[src/rtl/uart_cmd_master_if.sv]
// -----------------------------------------------------------------------------
// uart_cmd_master_if
//
// Command / read-result bus between a host and uart_cmd_master.
//
// Signals:
//   cmd_in  [15:0] : [15] write flag, [14:8] address, [7:0] write data
//   cmd_vld        : command valid (host -> master)
//   cmd_rdy        : master idle, ready to accept a command
//   rd_data [7:0]  : last successfully received read byte
//   rd_vld         : one-cycle read-complete strobe
//   rd_err         : one-cycle read error strobe (parity, stop or timeout)
//   busy           : transaction in progress (inverse of cmd_rdy)
//
// Modports:
//   master : the host side (drives commands, observes results)
//   slave  : the uart_cmd_master side
// -----------------------------------------------------------------------------
interface uart_cmd_master_if;
  logic [15:0] cmd_in;
  logic        cmd_vld;
  logic        cmd_rdy;
  logic [7:0]  rd_data;
  logic        rd_vld;
  logic        rd_err;
  logic        busy;

  modport master (
    output cmd_in,
    output cmd_vld,
    input  cmd_rdy,
    input  rd_data,
    input  rd_vld,
    input  rd_err,
    input  busy
  );

  modport slave (
    input  cmd_in,
    input  cmd_vld,
    output cmd_rdy,
    output rd_data,
    output rd_vld,
    output rd_err,
    output busy
  );
endinterface

[src/rtl/uart_cmd_master.sv]
// -----------------------------------------------------------------------------
// uart_cmd_master
//
// Turns 16-bit host commands into UART transactions on a single tx/rx pair.
//   Write (cmd[15]=1): frame {cmd[15:8]}, GAP_BITS idle bit-times, frame cmd[7:0].
//   Read  (cmd[15]=0): frame {cmd[15:8]}, then wait up to RX_TIMEOUT bit-times
//                      for a reply frame on rx; result reported via rd_vld/rd_err.
// Frame format: start 0, 8 data bits LSB first, optional even parity, stop 1.
//
// Build option:
//   UART_PARITY_EN : when defined, an even-parity bit follows the data bits on
//                    both directions and a parity mismatch on receive gives
//                    rd_err. When undefined, frames are 10 bits.
//
// Parameters:
//   CLK_DIV    : clk cycles per UART bit (4..65535)
//   GAP_BITS   : idle bit-times between the two frames of a write
//   RX_TIMEOUT : bit-times allowed from the end of the read request to the
//                reply start bit
//
// Ports:
//   clk   : clock
//   rst_n : asynchronous active-low reset; aborts any transaction, tx high
//   bus   : command / result bus (uart_cmd_master_if.slave)
//   rx    : serial input, asynchronous to clk
//   tx    : serial output, idle high
// -----------------------------------------------------------------------------
module uart_cmd_master #(
  parameter int unsigned CLK_DIV    = 434,
  parameter int unsigned GAP_BITS   = 2,
  parameter int unsigned RX_TIMEOUT = 32
) (
  input  logic                    clk,
  input  logic                    rst_n,
  uart_cmd_master_if.slave        bus,
  input  logic                    rx,
  output logic                    tx
);

  typedef enum logic [3:0] {
    IDLE     = 4'd0,
    TX_START = 4'd1,
    TX_DATA  = 4'd2,
    TX_PAR   = 4'd3,
    TX_STOP  = 4'd4,
    GAP      = 4'd5,
    RX_WAIT  = 4'd6,
    RX_START = 4'd7,
    RX_DATA  = 4'd8,
    RX_PAR   = 4'd9,
    RX_STOP  = 4'd10,
    DONE     = 4'd11
  } state_t;

`ifdef UART_PARITY_EN
  localparam logic PAR_EN = 1'b1;
`else
  localparam logic PAR_EN = 1'b0;
`endif

  // Last count of one bit-time, and the mid-bit point used to confirm a start bit.
  localparam logic [15:0] BIT_LAST = 16'(CLK_DIV - 32'd1);
  localparam logic [15:0] BIT_HALF = 16'(CLK_DIV / 32'd2);
  // Long-interval end counts; GAP_LAST is only consulted when GAP_BITS is non-zero.
  localparam logic [31:0] GAP_LAST = 32'(GAP_BITS * CLK_DIV - 32'd1);
  localparam logic [31:0] TO_LAST  = 32'(RX_TIMEOUT * CLK_DIV - 32'd1);

  // Even parity: the bit that makes the total number of ones even.
  function automatic logic even_parity(input logic [7:0] data);
    return ^data;
  endfunction

  state_t      state_q,    state_d;
  logic [15:0] bit_cnt_q,  bit_cnt_d;
  logic [2:0]  bit_idx_q,  bit_idx_d;
  logic [31:0] long_cnt_q, long_cnt_d;
  logic        wr_q,       wr_d;
  logic        second_q,   second_d;
  logic [7:0]  wdata_q,    wdata_d;
  logic [7:0]  tx_byte_q,  tx_byte_d;
  logic [7:0]  rx_shift_q, rx_shift_d;
  logic        par_ok_q,   par_ok_d;
  logic        tx_q,       tx_d;
  logic        cmd_rdy_q,  cmd_rdy_d;
  logic        busy_q,     busy_d;
  logic [7:0]  rd_data_q,  rd_data_d;
  logic        rd_vld_q,   rd_vld_d;
  logic        rd_err_q,   rd_err_d;
  logic        rx_meta_q,  rx_meta_d;
  logic        rx_sync_q,  rx_sync_d;
  logic        rx_prev_q,  rx_prev_d;

  logic        bit_end_s;
  logic        rx_fall_s;

  assign bit_end_s = (bit_cnt_q == BIT_LAST);
  // Falling edge seen on the synchronised rx (previous 1, current 0).
  assign rx_fall_s = rx_prev_q & ~rx_sync_q;

  assign tx          = tx_q;
  assign bus.cmd_rdy = cmd_rdy_q;
  assign bus.busy    = busy_q;
  assign bus.rd_data = rd_data_q;
  assign bus.rd_vld  = rd_vld_q;
  assign bus.rd_err  = rd_err_q;

  // Next-state, counters, datapath and registered-output computation.
  always_comb begin
    state_d    = state_q;
    bit_cnt_d  = bit_cnt_q;
    bit_idx_d  = bit_idx_q;
    long_cnt_d = long_cnt_q;
    wr_d       = wr_q;
    second_d   = second_q;
    wdata_d    = wdata_q;
    tx_byte_d  = tx_byte_q;
    rx_shift_d = rx_shift_q;
    par_ok_d   = par_ok_q;
    rd_data_d  = rd_data_q;
    rd_vld_d   = 1'b0;
    rd_err_d   = 1'b0;
    rx_meta_d  = rx;
    rx_sync_d  = rx_meta_q;
    rx_prev_d  = rx_sync_q;

    case (state_q)
      IDLE: begin
        // cmd_rdy is high in IDLE, so cmd_vld alone means acceptance here.
        if (bus.cmd_vld) begin
          wr_d      = bus.cmd_in[15];
          wdata_d   = bus.cmd_in[7:0];
          tx_byte_d = bus.cmd_in[15:8];
          second_d  = 1'b0;
          par_ok_d  = 1'b1;
          bit_cnt_d = 16'd0;
          bit_idx_d = 3'd0;
          state_d   = TX_START;
        end else begin
          state_d   = IDLE;
        end
      end

      TX_START: begin
        if (bit_end_s) begin
          bit_cnt_d = 16'd0;
          bit_idx_d = 3'd0;
          state_d   = TX_DATA;
        end else begin
          bit_cnt_d = bit_cnt_q + 16'd1;
        end
      end

      TX_DATA: begin
        if (bit_end_s) begin
          bit_cnt_d = 16'd0;
          if (bit_idx_q == 3'd7) begin
            state_d = PAR_EN ? TX_PAR : TX_STOP;
          end else begin
            bit_idx_d = bit_idx_q + 3'd1;
          end
        end else begin
          bit_cnt_d = bit_cnt_q + 16'd1;
        end
      end

      TX_PAR: begin
        if (bit_end_s) begin
          bit_cnt_d = 16'd0;
          state_d   = TX_STOP;
        end else begin
          bit_cnt_d = bit_cnt_q + 16'd1;
        end
      end

      TX_STOP: begin
        if (bit_end_s) begin
          bit_cnt_d  = 16'd0;
          long_cnt_d = 32'd0;
          if (second_q) begin
            state_d = DONE;
          end else if (wr_q) begin
            if (GAP_BITS == 32'd0) begin
              tx_byte_d = wdata_q;
              second_d  = 1'b1;
              bit_idx_d = 3'd0;
              state_d   = TX_START;
            end else begin
              state_d   = GAP;
            end
          end else begin
            state_d = RX_WAIT;
          end
        end else begin
          bit_cnt_d = bit_cnt_q + 16'd1;
        end
      end

      GAP: begin
        if (long_cnt_q == GAP_LAST) begin
          tx_byte_d = wdata_q;
          second_d  = 1'b1;
          bit_cnt_d = 16'd0;
          bit_idx_d = 3'd0;
          state_d   = TX_START;
        end else begin
          long_cnt_d = long_cnt_q + 32'd1;
        end
      end

      RX_WAIT: begin
        // long_cnt holds its value across RX_START so a rejected glitch
        // costs nothing against the timeout.
        if (rx_fall_s) begin
          bit_cnt_d = 16'd0;
          state_d   = RX_START;
        end else if (long_cnt_q == TO_LAST) begin
          rd_err_d  = 1'b1;
          state_d   = DONE;
        end else begin
          long_cnt_d = long_cnt_q + 32'd1;
        end
      end

      RX_START: begin
        if (bit_cnt_q == BIT_HALF) begin
          bit_cnt_d = 16'd0;
          if (rx_sync_q) begin
            state_d   = RX_WAIT;
          end else begin
            bit_idx_d = 3'd0;
            state_d   = RX_DATA;
          end
        end else begin
          bit_cnt_d = bit_cnt_q + 16'd1;
        end
      end

      RX_DATA: begin
        // Counting from 0 after the mid-start sample puts each sample at
        // mid-bit, exactly CLK_DIV cycles after the previous one.
        if (bit_end_s) begin
          bit_cnt_d  = 16'd0;
          rx_shift_d = {rx_sync_q, rx_shift_q[7:1]};
          if (bit_idx_q == 3'd7) begin
            state_d = PAR_EN ? RX_PAR : RX_STOP;
          end else begin
            bit_idx_d = bit_idx_q + 3'd1;
          end
        end else begin
          bit_cnt_d = bit_cnt_q + 16'd1;
        end
      end

      RX_PAR: begin
        if (bit_end_s) begin
          bit_cnt_d = 16'd0;
          par_ok_d  = (rx_sync_q == even_parity(rx_shift_q));
          state_d   = RX_STOP;
        end else begin
          bit_cnt_d = bit_cnt_q + 16'd1;
        end
      end

      RX_STOP: begin
        if (bit_end_s) begin
          bit_cnt_d = 16'd0;
          state_d   = DONE;
          if (rx_sync_q && par_ok_q) begin
            rd_vld_d  = 1'b1;
            rd_data_d = rx_shift_q;
          end else begin
            rd_err_d  = 1'b1;
          end
        end else begin
          bit_cnt_d = bit_cnt_q + 16'd1;
        end
      end

      DONE: begin
        bit_cnt_d = 16'd0;
        state_d   = IDLE;
      end

      default: begin
        bit_cnt_d = 16'd0;
        state_d   = IDLE;
      end
    endcase

    // tx is registered from the next state so the line changes together
    // with the state register.
    case (state_d)
      TX_START: tx_d = 1'b0;
      TX_DATA:  tx_d = tx_byte_d[bit_idx_d];
      TX_PAR:   tx_d = even_parity(tx_byte_d);
      default:  tx_d = 1'b1;
    endcase

    cmd_rdy_d = (state_d == IDLE);
    busy_d    = (state_d != IDLE);
  end

  // State, datapath, output and rx-synchroniser registers.
  always_ff @(posedge clk or negedge rst_n) begin
    if (!rst_n) begin
      state_q    <= IDLE;
      bit_cnt_q  <= 16'd0;
      bit_idx_q  <= 3'd0;
      long_cnt_q <= 32'd0;
      wr_q       <= 1'b0;
      second_q   <= 1'b0;
      wdata_q    <= 8'h00;
      tx_byte_q  <= 8'h00;
      rx_shift_q <= 8'h00;
      par_ok_q   <= 1'b1;
      tx_q       <= 1'b1;
      cmd_rdy_q  <= 1'b1;
      busy_q     <= 1'b0;
      rd_data_q  <= 8'h00;
      rd_vld_q   <= 1'b0;
      rd_err_q   <= 1'b0;
      rx_meta_q  <= 1'b1;
      rx_sync_q  <= 1'b1;
      rx_prev_q  <= 1'b1;
    end else begin
      state_q    <= state_d;
      bit_cnt_q  <= bit_cnt_d;
      bit_idx_q  <= bit_idx_d;
      long_cnt_q <= long_cnt_d;
      wr_q       <= wr_d;
      second_q   <= second_d;
      wdata_q    <= wdata_d;
      tx_byte_q  <= tx_byte_d;
      rx_shift_q <= rx_shift_d;
      par_ok_q   <= par_ok_d;
      tx_q       <= tx_d;
      cmd_rdy_q  <= cmd_rdy_d;
      busy_q     <= busy_d;
      rd_data_q  <= rd_data_d;
      rd_vld_q   <= rd_vld_d;
      rd_err_q   <= rd_err_d;
      rx_meta_q  <= rx_meta_d;
      rx_sync_q  <= rx_sync_d;
      rx_prev_q  <= rx_prev_d;
    end
  end

endmodule
[src/flat_wrapper.sv]
// flat-port wrapper written by rule: the top's interface ports become plain ports
module uart_cmd_master_flat 
#(
  parameter int unsigned CLK_DIV    = 434,
  parameter int unsigned GAP_BITS   = 2,
  parameter int unsigned RX_TIMEOUT = 32
)
  (clk, rst_n, rx, tx, bus_cmd_in, bus_cmd_vld, bus_cmd_rdy, bus_rd_data, bus_rd_vld, bus_rd_err, bus_busy);
  uart_cmd_master_if bus_i ();
  input  logic clk;
  input  logic rst_n;
  input  logic rx;
  output logic tx;
  input wire logic [$bits(bus_i.cmd_in)-1:0] bus_cmd_in;
  input wire logic [$bits(bus_i.cmd_vld)-1:0] bus_cmd_vld;
  output wire logic [$bits(bus_i.cmd_rdy)-1:0] bus_cmd_rdy;
  output wire logic [$bits(bus_i.rd_data)-1:0] bus_rd_data;
  output wire logic [$bits(bus_i.rd_vld)-1:0] bus_rd_vld;
  output wire logic [$bits(bus_i.rd_err)-1:0] bus_rd_err;
  output wire logic [$bits(bus_i.busy)-1:0] bus_busy;
  assign bus_i.cmd_in = bus_cmd_in;
  assign bus_i.cmd_vld = bus_cmd_vld;
  assign bus_cmd_rdy = bus_i.cmd_rdy;
  assign bus_rd_data = bus_i.rd_data;
  assign bus_rd_vld = bus_i.rd_vld;
  assign bus_rd_err = bus_i.rd_err;
  assign bus_busy = bus_i.busy;
  uart_cmd_master #(.CLK_DIV(CLK_DIV), .GAP_BITS(GAP_BITS), .RX_TIMEOUT(RX_TIMEOUT)) u_core (.clk(clk), .rst_n(rst_n), .bus(bus_i), .rx(rx), .tx(tx));
endmodule
[config.mk]
export PLATFORM = sky130hd
export DESIGN_NAME = uart_cmd_master_flat
export DESIGN_NICKNAME = d
export VERILOG_FILES = /design/src/rtl/uart_cmd_master_if.sv /design/src/rtl/uart_cmd_master.sv /design/src/flat_wrapper.sv
export SDC_FILE = /design/constraint.sdc
export NUM_CORES = 1
export LEC_CHECK = 0
export ABC_CLOCK_PERIOD_IN_PS = 8660
export BUFFER_PORTS_ARGS = -buffer_cell sky130_fd_sc_hd__buf_2
export CAP_MARGIN = 15
export CORE_AREA = 2 2 126 128
export DETAILED_ROUTE_END_ITERATION = 10
export DIE_AREA = 0 0 128 130
export GPL_ROUTABILITY_DRIVEN = 0
export PLACE_DENSITY_LB_ADDON = 0.1
export SKIP_CTS_REPAIR_TIMING = 1
export SLEW_MARGIN = 10
export SYNTH_ARGS = -nofsm -noshare
export SYNTH_HDL_FRONTEND = slang
export SYNTH_SLANG_ARGS = --single-unit
[constraint.sdc]
create_clock -name clk -period 8.66 [get_ports clk]
set_input_delay 1.732 -clock clk [delete_from_list [all_inputs] [get_ports clk]]
set_output_delay 1.732 -clock clk [all_outputs]
set_load 0.05 [all_outputs]
* After elaboration in Yosys (flattened, before gate mapping) *
Cells that the tools add are included.

storage, ports and cells
  bits in registers = 98
  bits of input ports = 20
  output and inout bits = 13
  word-level logic and storage cells = 127

operators by class
  $add $sub $neg = 3
  $lt $le $gt $ge = 1
  equal/unequal tests = 27
  muxes and demuxes = 57
  bitwise operators = 2
  reduce and logical (&&, ||, !) cells = 18

operators with widths
  operator               number
  $mux 32                4
  $pmux 32 s3            1
  $mux 16                5
  $pmux 16 s5            1
  $mux 4                 15
  $pmux 4 s11            1
  $add 32x1->32 const B  1
  $eq 32x10->1 const B   1
  $eq 32x14->1 const B   1
  $mux 3                 7
  $add 16x1->16 const B  1
  $eq 16x8->1 const B    1
  $eq 16x9->1 const B    1
  $eq 4x2->1 const B     4
  $eq 4x3->1 const B     4
  $mux 8                 2
  $pmux 8 s2             1
  $reduce_xor 8->1       2
  $pmux 3 s5             1
  $mux 1                 13
  $eq 4x4->1 const B     3
  $reduce_and 3->1       4
  $eq 4x1->1 const B     2
  $logic_not 4->1        2
  other kinds (20)       30

* Longest topological paths before layout *
  depth in word-level cells = 7
  gate-level depth with buffers = 12
  mapped depth without buffers = 11

* Worst setup path before layout *
OpenSTA, ideal clock, no wires.

  kind = input to register
  from = input bus_cmd_vld
  to = register u_core.tx_q (netlist: u_core.tx)
  setup time = 0.078 ns
  arrival time = 3.334 ns
  data required time = 8.582 ns
  setup slack = 5.248 ns
  stages = 8
  path buffers = 1
  cell sequence = and2_1 buf_6 a22o_1 a21oi_1 xnor2_2 xnor3_1 o211a_1 a41oi_2

on the way
  cells in the longest elaborated chain, start to end = 5
  elaborated cells on any way between the ends = 13
  those cells by class = eq/ne: 3; mux: 9; reduce/logical: 1

ends and longest elaborated chain
  what                                      RTL line                text
  start, declared                           flat_wrapper.sv:15      input wire logic [$bits(bus_i.cmd_vld)-1:0] bus_cmd_vld;
  $mux 3 or $mux 8 (tied branches)          uart_cmd_master.sv:129  if (bus.cmd_vld) begin
  $pmux 3 s5 or $pmux 8 s2 (tied branches)  uart_cmd_master.sv:126  case (state_q)
  $bmux 1 s3                                uart_cmd_master.sv:294  TX_DATA: tx_d = tx_byte_d[bit_idx_d];
  $mux 1 (implied by the code)              uart_cmd_master.sv:294
  $pmux 1 s3 (*)                            uart_cmd_master.sv:292  case (state_d)
  via u_core.tx_d                           uart_cmd_master.sv:83   logic tx_q, tx_d;
  end signal, assigned                      uart_cmd_master.sv:336  tx_q <= tx_d;
  end, declared                             uart_cmd_master.sv:83

The timed path passes the listed nets; every way through them passes the cells marked *. The select of a mux whose other input is x is not followed.
A chain may end at the register's enable or synchronous reset.

* Worst setup path after layout *
Ends and elaborated chain as after synthesis.

==> flow_summary.json <==
{
  "path_cells": "buf_2 -> and2_1 -> nor2_2 -> a21oi_1 -> xnor3_1 -> xnor3_1 -> o211a_1 -> a41oi_2",
  "ys_types": 65,
  "hold_path.class": "register to register",
  "critPathArrivalTime_ns": 3.93,
  "stdcell_area_mm2": 0.00594,
  "fp.dieW_um": 128,
  "clkLatencyLatePin_ns": 0.35,
  "finalSetupTns_ns": 0,
  "p_seq_share_pct": 50.8,
  "grt_util_all_layers_pct": 15.1,
  "p_sw_uw": 209,
  "yosys-top-cells-count": "92 x dfrtp_1, 77 x nand2_1, 47 x nor2_1",
  "ys_async_sr_fraction_pct": 100,
  "stdcell_count": 784,
  "rsz0062_at_grt": "false",
  "n_antenna_cell": 0,
  "yosysTopAreaCell": "dfrtp_1",
  "yosys.cell_count.top_type": "dfrtp_1",
  "synth_area_leaders": "dfrtp_1 44%, nand2_1 5.5%, o21ai_0 4.4%",
  "clock_path_buffers": 2,
  "crit_fanout": 19,
  "syn_area_mm2": 0.00526,
  "core_mm2": 0.0154,
  "crit_required_ns": 8.94,
  "period_minus_slack_ns": 3.64,
  "firstDrtPassIters": 5,
  "cts_buffers": 9,
  "avgSynthCellArea_um2": 9.40,
  "place.detailed.instances": 768,
  "vias_per_cell": 5.31,
  "tightest_slew_ns": 0.982,
  "dpl_cell_area_mm2": 0.00562,
  "clk_pin_slew_worst_paths_ns": 0.08,
  "finalSetupViolCount": 0,
  "cts_tree": "yes",
  "dp_hpwl_mm": 8.21,
  "synth_edf_count": 0,
  "via_count": 4165,
  "p_per_area_mw_per_mm2": 152,
  "grt_pass1_wl_mm": 20.2,
  "fin_skew_ns": 0.00920,
  "crit_slowest_cell": "and2_1",
  "cts-root-buf": "clkbuf_16",
  "topRoutingLayerUsed": "met4",
  "final_util_pct": 38.5,
  "first_global_vias": 3980,
  "drt-initial-drc-count": 335,
  "fmax_mhz": 274,
  "yosys_warnings": 0,
  "status": "completed",
  "drt-met1-wl_mm": 6.09,
  "grt_overflow": 0,
  "cpLargestDelayFamily": "simple AND/OR/NAND/NOR gates",
  "max_slew_margin_pct": 34.3,
  "num_rows": 46,
  "ant_nets": 0,
  "h-tree-depth": 3,
  "hold_viol_final": 0,
  "drive_gt1_share_pct": 14.9,
  "clkPwrFrac_pct": 47.5,
  "cp-start-kind": "primary input",
  "p_sw_share_pct": 23.1,
  "r2r_end": "u_core.tx",
  "maxSlewViolCount": 0,
  "fin_crit_sh_pct": 42.1,
  "crit_path_frequent_cell": "xnor3_1",
  "wl_per_cell_um": 15.2,
  "critical_path_class": "primary input to register",
  "drcViolationCount": 0,
  "startpoint": "bus_cmd_vld",
  "synth.net_count": 584,
  "fill_cells": 1539,
  "endpoint": "u_core.tx",
  "whs_ns": 0.360,
  "crit_buf_inv": 1,
  "boundaryPins": 33,
  "grt_start_max_net_pins": 58,
  "path_depth": 8,
  "synth_ff_type": "dfrtp_1",
  "wl_met3_um": 361,
  "p_leak_nw": 2.63,
  "final_nets": 611,
  "antenna_found_initial": 0,
  "vdd_drop_max_mv": 0.0821,
  "portBuffers": 32,
  "combPwrFrac_pct": 1.7,
  "syn_inst": 560,
  "clock_sinks": 98,
  "cpPeakStageDelay_ns": 0.61,
  "p_int_uw": 695,
  "die_h_um": 130,
  "wirelength_mm": 11.9,
  "dieArea_mm2": 0.0166,
  "maxCapViolations": 0,
  "syn_to_final_growth_pct": 12.8,
  "netlist.area_leader.share_pct": 43.7,
  "r2r_cells": 8,
  "wl_met2_mm": 5.30,
  "ys_seq_area_share_pct": 46.7,
  "start_util_pct": 34.1,
  "worstSetupEndpointType": "register",
  "ys_seq_elements": 98,
  "r2r_start": "u_core.state_q[0]",
  "reg2reg_slack_ns": 5.13
}
-- per-stage QoR --
step	power (mW)	setup WS, ns
floorplan	0.469	5.25
global placement	0.484	4.72
detailed placement	0.484	4.62
CTS	0.919	4.99
global route	0.934	4.83
finish	0.904	5.02
-- power by group through the flow --
stage                     Clock (mW)  Combinational (mW)  Sequential, mW
after floorplan                    0             0.00122           0.468
after global placement             0              0.0162           0.468
after detailed placement           0              0.0165           0.468
after CTS                      0.443              0.0164           0.459
after global routing           0.457              0.0178           0.459
final                          0.430              0.0154           0.459
-- per-layer routing --
metal	track usage [%]	vias up
li1	-	2058
met1	21.3	2029
met2	23.4	66
met3	2.62	12
met4	5.82	0
met5	0	-
-- cell families after synthesis --
logic type	after synthesis	synth area share [%]
compound gates	113	13.4
fa+ha+maj	4	0.951
buf+inv	38	3.02
simple gates	249	24.6
mux	23	4.78
xor+xnor	35	6.49
flops	98	46.7
-- layout make-up --
class	count	area, um^2	area share, %
multi-input combinational	424	2660	44.7
sequential	98	2460	41.4
tap	192	240	4.05
clock buffer	9	225	3.79
timing repair buffer	36	193	3.25
clock inverter	7	95.1	1.60
inverter	18	67.6	1.14
-- worst min path at each step --
stage                startpoint                to  slack (ns)  depth (start not counted)
6_report       u_core.rx_meta_q  u_core.rx_prev_d        0.36                          0
5_1_grt        u_core.rx_meta_q  u_core.rx_prev_d        0.36                          0
4_1_cts        u_core.rx_meta_q  u_core.rx_prev_d        0.36                          0
3_5_place_dp   u_core.rx_meta_q  u_core.rx_prev_d        0.35                          0
3_3_place_gp   u_core.rx_meta_q  u_core.rx_prev_d        0.35                          0
2_1_floorplan  u_core.rx_meta_q  u_core.rx_prev_d        0.35                          0
-- sequential cells by signal, summed over array words and instances, names as in the netlist --
signal              cells
u_core.state_q          4
u_core.rx_meta_q        1
u_core.long_cnt_q      32
u_core.bus.cmd_rdy      1
u_core.wr_q             1
u_core.wdata_q          8
u_core.rx_shift_q       8
u_core.bus.rd_err       1
u_core.par_ok_q         1
u_core.second_q         1
u_core.rx_prev_d        1
u_core.bus.rd_vld       1
u_core.tx_byte_q        8
u_core.bit_idx_q        3
u_core.bus.rd_data      8
u_core.rx_prev_q        1
u_core.bus.busy         1
u_core.tx               1
u_core.bit_cnt_q       16
-- cell usage in the layout, fill, tap and decap left out, types with 3 or more instances in the layout --
cell and n:
nor3_1 13, a211oi_1 4, dfrtp_1 92, clkbuf_16 9
nand3_1 17, mux2_2 17, ha_1 4, a21oi_1 22
and2_1 5, xor2_1 16, dfstp_2 6, o31ai_1 3
o22ai_1 4, nor2b_1 6, o21ai_0 46, and3_1 16
xnor2_1 16, nand2_1 77, buf_4 5, a22oi_1 4
and4_1 5, nand4_1 11, nor4_1 6, inv_1 18
mux2i_1 6, nand2b_1 17, a22o_1 4, or3_1 7
buf_2 31, nor2_1 47, a31oi_1 7
Note: power is estimated with default switching activity, not from simulation.
